$ cat config.mk
export PLATFORM = sky130hd
export DESIGN_NAME = multicycle_control_fsm
export DESIGN_NICKNAME = d
export VERILOG_FILES = /design/src/rtl/multicycle_control_fsm.sv
export SDC_FILE = /design/constraint.sdc
export NUM_CORES = 1
export LEC_CHECK = 0
export CORE_MARGIN = 2
export CORE_UTILIZATION = 30
export CTS_CLUSTER_SIZE = 12
export DETAILED_ROUTE_END_ITERATION = 8
export DONT_BUFFER_PORTS = 1
export SLEW_MARGIN = 20
export SYNTH_ARGS = -nofsm -noshare
export SYNTH_HDL_FRONTEND = slang
export SYNTH_SLANG_ARGS = --single-unit
$ cat constraint.sdc
create_clock -name clk_i -period 1.4 [get_ports clk_i]
set_input_delay 0.14 -clock clk_i [delete_from_list [all_inputs] [get_ports clk_i]]
set_output_delay 0.14 -clock clk_i [all_outputs]
set_load 0.02 [all_outputs]
$ cat src/rtl/multicycle_control_fsm.sv
// rtl/multicycle_control_fsm.sv - multi-cycle MIPS-subset control unit
// Moore decode of the sequencing state; only FETCH and BRANCH strobes look at live inputs.
module multicycle_control_fsm #(
  parameter int OP_W    = 6,
  parameter int FUNCT_W = 6,
  parameter int STATE_W = 4
) (
  input  logic               clk_i,
  input  logic               rst_n_i,
  input  logic [OP_W-1:0]    instr_op_i,
  input  logic [FUNCT_W-1:0] instr_funct_i,
  input  logic               alu_zero_i,
  input  logic               alu_negative_i,
  input  logic               mem_ready_i,
  output logic               pc_write_o,
  output logic               ir_write_o,
  output logic               mem_read_o,
  output logic               mem_write_o,
  output logic               iord_o,
  output logic               reg_write_o,
  output logic               reg_dst_o,
  output logic               mem_to_reg_o,
  output logic               alu_src_a_o,
  output logic [1:0]         alu_src_b_o,
  output logic [1:0]         alu_opcode_o,
  output logic [1:0]         pc_src_o,
  output logic [STATE_W-1:0] state_o,
  output logic               illegal_o
);

  typedef enum logic [3:0] {
    S_FETCH     = 4'd0,
    S_DECODE    = 4'd1,
    S_MEM_ADDR  = 4'd2,
    S_MEM_RD    = 4'd3,
    S_MEM_WB    = 4'd4,
    S_MEM_WR    = 4'd5,
    S_R_EXEC    = 4'd6,
    S_R_WB      = 4'd7,
    S_BRANCH    = 4'd8,
    S_JUMP      = 4'd9,
    S_ADDI_EXEC = 4'd10,
    S_ADDI_WB   = 4'd11,
    S_TRAP      = 4'd12
  } state_t;

  localparam logic [OP_W-1:0] OP_RTYPE = OP_W'(6'b000000);
  localparam logic [OP_W-1:0] OP_LW    = OP_W'(6'b100011);
  localparam logic [OP_W-1:0] OP_SW    = OP_W'(6'b101011);
  localparam logic [OP_W-1:0] OP_BEQ   = OP_W'(6'b000100);
  localparam logic [OP_W-1:0] OP_BNE   = OP_W'(6'b000101);
  localparam logic [OP_W-1:0] OP_BLTZ  = OP_W'(6'b000001);
  localparam logic [OP_W-1:0] OP_J     = OP_W'(6'b000010);
  localparam logic [OP_W-1:0] OP_ADDI  = OP_W'(6'b001000);

  localparam logic [FUNCT_W-1:0] FN_ADD = FUNCT_W'(6'b100000);
  localparam logic [FUNCT_W-1:0] FN_SUB = FUNCT_W'(6'b100010);
  localparam logic [FUNCT_W-1:0] FN_AND = FUNCT_W'(6'b100100);
  localparam logic [FUNCT_W-1:0] FN_OR  = FUNCT_W'(6'b100101);

  state_t state;
  state_t state_next;
  logic   funct_legal;

  always_comb begin
    funct_legal = (instr_funct_i == FN_ADD) || (instr_funct_i == FN_SUB) ||
                  (instr_funct_i == FN_AND) || (instr_funct_i == FN_OR);
  end

  always_ff @(posedge clk_i) begin
    if (!rst_n_i) state <= S_FETCH;
    else          state <= state_next;
  end

  always_comb begin
    state_next   = state;
    pc_write_o   = 1'b0;
    ir_write_o   = 1'b0;
    mem_read_o   = 1'b0;
    mem_write_o  = 1'b0;
    iord_o       = 1'b0;
    reg_write_o  = 1'b0;
    reg_dst_o    = 1'b0;
    mem_to_reg_o = 1'b0;
    alu_src_a_o  = 1'b0;
    alu_src_b_o  = 2'b00;
    alu_opcode_o = 2'b00;
    pc_src_o     = 2'b00;
    illegal_o    = 1'b0;

    case (state)
      S_FETCH: begin
        mem_read_o  = 1'b1;
        alu_src_b_o = 2'b01;
        ir_write_o  = mem_ready_i;
        pc_write_o  = mem_ready_i;
        if (mem_ready_i) state_next = S_DECODE;
      end
      S_DECODE: begin
        // Speculatively compute the branch target into ALUOut.
        alu_src_b_o = 2'b11;
        case (instr_op_i)
          OP_RTYPE:       state_next = funct_legal ? S_R_EXEC : S_TRAP;
          OP_LW, OP_SW:   state_next = S_MEM_ADDR;
          OP_BEQ, OP_BNE,
          OP_BLTZ:        state_next = S_BRANCH;
          OP_J:           state_next = S_JUMP;
          OP_ADDI:        state_next = S_ADDI_EXEC;
          default:        state_next = S_TRAP;
        endcase
      end
      S_MEM_ADDR: begin
        alu_src_a_o = 1'b1;
        alu_src_b_o = 2'b10;
        state_next  = (instr_op_i == OP_LW) ? S_MEM_RD : S_MEM_WR;
      end
      S_MEM_RD: begin
        mem_read_o = 1'b1;
        iord_o     = 1'b1;
        if (mem_ready_i) state_next = S_MEM_WB;
      end
      S_MEM_WB: begin
        reg_write_o  = 1'b1;
        mem_to_reg_o = 1'b1;
        state_next   = S_FETCH;
      end
      S_MEM_WR: begin
        mem_write_o = 1'b1;
        iord_o      = 1'b1;
        if (mem_ready_i) state_next = S_FETCH;
      end
      S_R_EXEC: begin
        alu_src_a_o = 1'b1;
        case (instr_funct_i)
          FN_SUB:  alu_opcode_o = 2'b01;
          FN_AND:  alu_opcode_o = 2'b10;
          FN_OR:   alu_opcode_o = 2'b11;
          default: alu_opcode_o = 2'b00;
        endcase
        state_next = S_R_WB;
      end
      S_R_WB: begin
        reg_write_o = 1'b1;
        reg_dst_o   = 1'b1;
        state_next  = S_FETCH;
      end
      S_BRANCH: begin
        alu_src_a_o  = 1'b1;
        alu_opcode_o = 2'b01;
        pc_src_o     = 2'b01;
        case (instr_op_i)
          OP_BEQ:  pc_write_o = alu_zero_i;
          OP_BNE:  pc_write_o = ~alu_zero_i;
          OP_BLTZ: pc_write_o = alu_negative_i;
          default: pc_write_o = 1'b0;
        endcase
        state_next = S_FETCH;
      end
      S_JUMP: begin
        pc_write_o = 1'b1;
        pc_src_o   = 2'b10;
        state_next = S_FETCH;
      end
      S_ADDI_EXEC: begin
        alu_src_a_o = 1'b1;
        alu_src_b_o = 2'b10;
        state_next  = S_ADDI_WB;
      end
      S_ADDI_WB: begin
        reg_write_o = 1'b1;
        state_next  = S_FETCH;
      end
      S_TRAP: begin
        illegal_o = 1'b1;
      end
      default: begin
        state_next = S_TRAP;
      end
    endcase

    // Reset kills every side effect in the same cycle it is asserted.
    if (!rst_n_i) begin
      pc_write_o  = 1'b0;
      ir_write_o  = 1'b0;
      mem_read_o  = 1'b0;
      mem_write_o = 1'b0;
      reg_write_o = 1'b0;
    end
  end

  assign state_o = STATE_W'(state);

endmodule

==> flow_summary.yaml, run 1 <==
cts:
  clk_pin_slew_ns: 0.05
  cts_hold_buf: 0
  htree_levels: 1
  cts_tree: "yes"
  root_buffer: "clkbuf_4"
  cts_buffers: 3
  cts.path.max_buffers: 2
  insertion_delay_ns: 0.25
  clock-sinks: 4
logic_synthesis:
  synth_ff_type: "dfxtp_1"
  yosys_register_bits: 4
  synth-edff-count: 0
  syn_inst: 100
  ys_seq_area_share_pct: 12.5
  synthDistinctLibCells: 40
  ys_async_sr_fraction_pct: 0
  yosys_warnings: 0
  synth_nets: 117
  syn_avg_cell_area_um2: 6.38
  syn_area_um2: 638
grt:
  grt_max_degree: 12
  grt_pass1_wl_mm: 3.57
  track_usage_pct: 18.9
  antenna_found_initial: 0
  gr-total-overflow: 0
  grt_pass1_vias: 797
sta:
  setup_slack_ns: -0.220
  finalSetupTns_ns: -0.862
  rsz0062_at_grt: "true"
  slew_headroom_pct: 74.2
  fin_crit_sh_pct: 116
  setup-violations-final: 11
  hold_violations: 0
  skew_ns: 0.0154
  worst_slew_pin_slew_ns: 0.382
  period_needed_ns: 1.62
  fmax_ghz: 0.617
  maxSlewViolCount: 0
floorplan:
  initial_core_util_pct: 32.2
  die_area_mm2: 0.00251
  die_y_um: 50.1
  core_area_mm2: 0.00198
  pin_count: 37
  die_width_um: 50.1
  placementRows: 16
worst_setup_path:
  required_ns: 1.26
  critPathTopFamily: "simple AND/OR/NAND/NOR gates"
  path_max_fanout: 7
  worstSetupPathType: "reg2out"
  cp-startpoint: "state_o[0]"
  critPathCaptureType: "output pin"
  r2r_slack_ns: -0.04
  reg2reg_from: "state_o[2]"
  slowest_delay_ns: 0.34
  critical_path_depth: 5
  endpoint: "pc_write_o"
  path_buf_inv: 1
  rr_endpoint: "state_o[0]"
  worstPathArrival_ns: 1.48
  worstRegToRegCells: 7
  cpMaxStageDelayCell: "dfxtp_2"
  critPathLaunchType: "flop"
  crit_chain: "buf_4 > nor4b_4 > nand2_1 > a211oi_2 > o21a_2"
final_layout:
  layout_commonest_cell: "buf_4"
  nNetsFinal: 147
  largest_reg_flops: 4
  area_growth_pct: 77.3
  diodes: 0
  final_cell_mix: "buf_4, nor3_1, o21ai_0"
  layout-drive-gt1-share_pct: 54.3
  stdcell_count: 156
place:
  dpl.hpwl_mm: 1.66
  gp_congestion: 0.964
  port_buffers: 0
  placed_cells: 145
  dp_slack_ns: -0.0396
routing:
  num_vias: 914
  drt_iter0_drc: 30
  first_pass_iters: 4
  post_drt_via_cell_ratio: 5.86
  drc: 0
  drtAntennaViolNets: 0
  wl_per_cell_um: 15.2
  routed_wirelength_mm: 2.37
power:
  irDropWorstVdd_uv: 520
  power.density_mw_per_mm2: 926
  p_total_mw: 1.05
  p_leak_nw: 0.449
min_path:
  hp-class: "in2reg"
status:
  violations: "negative setup slack"
  status: "finished with violations"
run:
  drv_cap: 0
layer usage:
metal | wire, µm | track usage (%) | vias up
li1 | - | - | 434
met1 | 881 | 22.5 | 426
met2 | 1240 | 27.6 | 45
met3 | 179 | 6.36 | 9
met4 | 72 | 13.9 | 0
met5 | 0 | 0 | -
power by group:
part           switching (mW)  internal (mW)  leakage [nW]  total [mW]
Sequential             0.0346          0.134        0.0353       0.168
Combinational           0.369          0.341         0.399       0.710
Clock                  0.0621          0.108        0.0150       0.170
Total                   0.465          0.583         0.449        1.05
cell type report:
cell class,instances,area [µm²]
repair buffers,33,299
well taps,27,33.8
fillers,175,851
multi-input cells,84,664
flip-flops and latches,4,92.6
inverters,4,15.0
clock buffers,4,26.3
cell families (layout without fill, tap and decap cells):
family,after synthesis,after routing,share of synthesized area (%)
flops,4,4,12.5
compound gates,31,31,33.1
simple gates,51,51,44.1
xor+xnor,2,2,2.75
buf+inv,12,41,7.45
worst register-to-register path: cells and delay by family (launching register included):
family / cells / cell delay (ns)
AO/OA/AOI/OAI: 3 / 0.43
buffers and inverters: 3 / 0.39
flip-flops: 1 / 0.36
AND/OR/NAND/NOR: 1 / 0.16
through the flow:
step | area (µm²) | utilization [%] | hold slack, ns
global route | 1130 | 57.1 | 0.0240
CTS | 1000 | 50.6 | 0.0211
detailed placement | 893 | 45.1 | 0.287
global placement | 893 | 45.1 | 0.285
floorplan | 711 | - | 0.327
finish | 1130 | 57.1 | 0.0349
what timing repair did:
item,in CTS,in global routing
pin swaps,5,4
buffers inserted,2,5
gates resized for setup,18,22
setup endpoints to repair,16,12
cell usage after synthesis, types with 2 or more instances:
cell type	count	area (µm²)
dfxtp_1	4	80.1
nor2b_1	3	18.8
nor3_1	9	45.0
a21oi_1	3	15.0
nand2_1	7	26.3
o21a_1	3	22.5
inv_1	4	15.0
a31oi_1	2	12.5
o41ai_1	2	17.5
nor3b_1	3	22.5
a21boi_0	2	15.0
and3_1	3	18.8
nor2_1	10	37.5
nand2b_1	4	25.0
or3_1	2	12.5
clkbuf_1	5	18.8
xor2_1	2	17.5
o211ai_1	2	15.0
o21ai_0	7	35.0
buf_2	2	10.0
nand3_1	2	10.0
worst min path at each step:
| stage | startpoint | endpoint | slack, ns | cells after the start |
|---|---|---|---|---|
| 2_1_floorplan | mem_ready_i | state_o[0] | 0.33 | 3 |
| 3_3_place_gp | rst_n_i | state_o[2] | 0.28 | 2 |
| 3_5_place_dp | rst_n_i | state_o[2] | 0.29 | 2 |
| 4_1_cts | rst_n_i | state_o[2] | 0.02 | 2 |
| 5_1_grt | rst_n_i | state_o[2] | 0.02 | 2 |
| 6_report | rst_n_i | state_o[2] | 0.03 | 2 |
Power figures use the tool's default switching activity.
==> run 2: changes to the inputs <==
Settings changed: ABC_AREA set to 1.
==> run 2 against run 1 <==
The flow still finishes with violations (negative setup slack). Wire length shrank 3.6%. Via count is 6.6% higher. Area after synthesis rose by 10%. Cell count rose by 23%. Die area increased by 9.5%. Maximum frequency rose by 14%. Sequential share of layout area increased by 0.72 points. Clock skew shrank 0.0094 ns. Non-clock buffer count shrank 8. Highest routed layer unchanged.
==> flow_summary.yaml, run 2 <==
worst_setup_path:
  reg2reg_from: "state_o[2]"
  critPathCaptureType: "output pin"
  worstRegToRegCells: 8
  crit_chain: "nor2_4 > buf_6 > nor4_2 > buf_4"
  r2r_slack_ns: 0.09
  critPathLaunchType: "flop"
  worstPathArrival_ns: 1.27
  path_max_fanout: 5
  worstSetupPathType: "reg2out"
  cp-startpoint: "state_o[2]"
  critical_path_depth: 4
  path_buf_inv: 2
  endpoint: "reg_write_o"
  slowest_delay_ns: 0.40
  critPathTopFamily: "flip-flops"
  required_ns: 1.26
  cpMaxStageDelayCell: "dfxtp_4"
  rr_endpoint: "state_o[0]"
grt:
  grt_max_degree: 8
  gr-total-overflow: 0
  track_usage_pct: 17.8
  grt_pass1_wl_mm: 3.74
  antenna_found_initial: 0
  grt_pass1_vias: 898
status:
  status: "finished with violations"
  violations: "negative setup slack"
floorplan:
  initial_core_util_pct: 31.8
  die_width_um: 52.5
  placementRows: 17
  die_y_um: 52.5
  die_area_mm2: 0.00275
  pin_count: 37
  core_area_mm2: 0.00221
logic_synthesis:
  ys_async_sr_fraction_pct: 0
  netlist.area_leader.share_pct: 14.9
  yosys.area.top_type: "nand2_1"
  syn_inst: 136
  synth_nets: 153
  synthTopCellsByCount: "nand2_1, inv_1, nor2_1"
  synthTopCellsByArea: "nand2_1, inv_1, nor2_1"
  yosysMostFrequentCell: "nand2_1"
  yosys_warnings: 0
  synth-edff-count: 0
  syn_avg_cell_area_um2: 5.18
  ys_seq_area_share_pct: 11.4
  yosys_register_bits: 4
  synthDistinctLibCells: 22
  syn_area_um2: 704
  synth_ff_type: "dfxtp_1"
place:
  dpl_cell_area_um2: 867
  dpl.hpwl_mm: 1.72
  gp_congestion: 0.912
  dp_slack_ns: 0.0279
  port_buffers: 0
min_path:
  hp-class: "in2reg"
final_layout:
  area_growth_pct: 51.5
  utilization_pct: 48.2
  layout-drive-gt1-share_pct: 42.1
  layout_commonest_cell: "nand2_1"
  diodes: 0
  stdcell_area_mm2: 0.00107
  final_cell_mix: "nand2_1, nor2_1, buf_4"
  largest_reg_flops: 4
  nNetsFinal: 183
run:
  drv_cap: 0
sta:
  hold_violations: 0
  setup_slack_ns: -0.0149
  skew_ns: 0.00604
  setup-violations-final: 4
  worst_slew_pin_slew_ns: 0.398
  holdWs_ns: 0.00889
  period_needed_ns: 1.41
  fin_crit_sh_pct: 101
  maxSlewViolCount: 0
  fmax_ghz: 0.707
  slew_headroom_pct: 73.4
  rsz0062_at_grt: "true"
cts:
  htree_levels: 1
  cts_tree: "yes"
  root_buffer: "clkbuf_4"
  cts.path.max_buffers: 2
  insertion_delay_ns: 0.24
  clk_pin_slew_ns: 0.04
  cts_hold_buf: 0
  cts_buffers: 3
  clock-sinks: 4
routing:
  drtAntennaViolNets: 0
  routed_wirelength_mm: 2.29
  num_vias: 974
  drc: 0
  wl_per_cell_um: 11.9
  drt_iter0_drc: 26
  post_drt_via_cell_ratio: 5.07
  first_pass_iters: 4
power:
  power.density_mw_per_mm2: 1840
  p_leak_nw: 0.584
  irDropWorstVdd_uv: 1090
-- run 2: changes by cell type after synthesis, sizes merged, moves of 8 or more --
| cell | delta |
|---|---|
| nor2 | +21 |
| nor3 | -8 |
| nand2 | +24 |
| nand3 | +15 |
| inv | +25 |
-- run 2: cell type report --
type,count,area (µm²)
fillers,235,1140
multi-input cells,102,596
repair buffers,25,199
inverters,30,120
flip-flops and latches,4,95.1
well taps,28,35.0
clock buffers,3,22.5
-- run 2: cells by family after synthesis --
group	count (synthesis)	share of synthesized area, %
buffers and inverters	30	16.0
AND/OR/NAND/NOR	87	60.7
AO/OA/AOI/OAI	15	11.9
flip-flops	4	11.4
-- run 2: timing repair --
item                                    4_1_cts  5_1_grt
gates resized for setup                      23       11
buffers inserted                              7        3
pin swaps                                     6        5
cloned                                        0        0
endpoints found under the setup margin        7       10
-- run 2: worst min path at each step --
stage / from / end / slack [ns] / depth (start not counted)
after global routing: rst_n_i / state_o[1] / 0.01 / 2
after global placement: rst_n_i / state_o[1] / 0.25 / 2
after detailed placement: rst_n_i / state_o[1] / 0.25 / 2
after floorplan: rst_n_i / state_o[1] / 0.24 / 2
final: rst_n_i / state_o[1] / 0.009 / 2
after CTS: rst_n_i / state_o[1] / 0.004 / 2
-- run 2: per-stage QoR --
stage	TNS [ns]	instances	power [mW]
after floorplan	-0.136	136	1.07
after global placement	0	179	1.38
after detailed placement	0	179	1.37
after CTS	-0.0547	189	1.83
after global routing	-0.268	192	2.11
final	-0.0405	192	1.97
-- run 2: power breakdown --
group / total, mW / switching (mW) / internal [mW] / leakage [nW]
registers: 0.279 / 0.102 / 0.177 / 0.0356
logic: 1.54 / 0.914 / 0.626 / 0.534
clock network: 0.148 / 0.0514 / 0.0962 / 0.0138
-- run 2: metal layers --
| metal | vias to the layer above | routed length (µm) | share of wire [%] | track usage, % |
|---|---|---|---|---|
| li1 | 490 | - | - | - |
| met1 | 445 | 981 | 43 | 22.0 |
| met2 | 37 | 1110 | 49 | 31.0 |
| met3 | 2 | 176 | 7.7 | 5.14 |
| met4 | 0 | 15 | 0.66 | 2.56 |
| met5 | - | 0 | 0 | 0 |
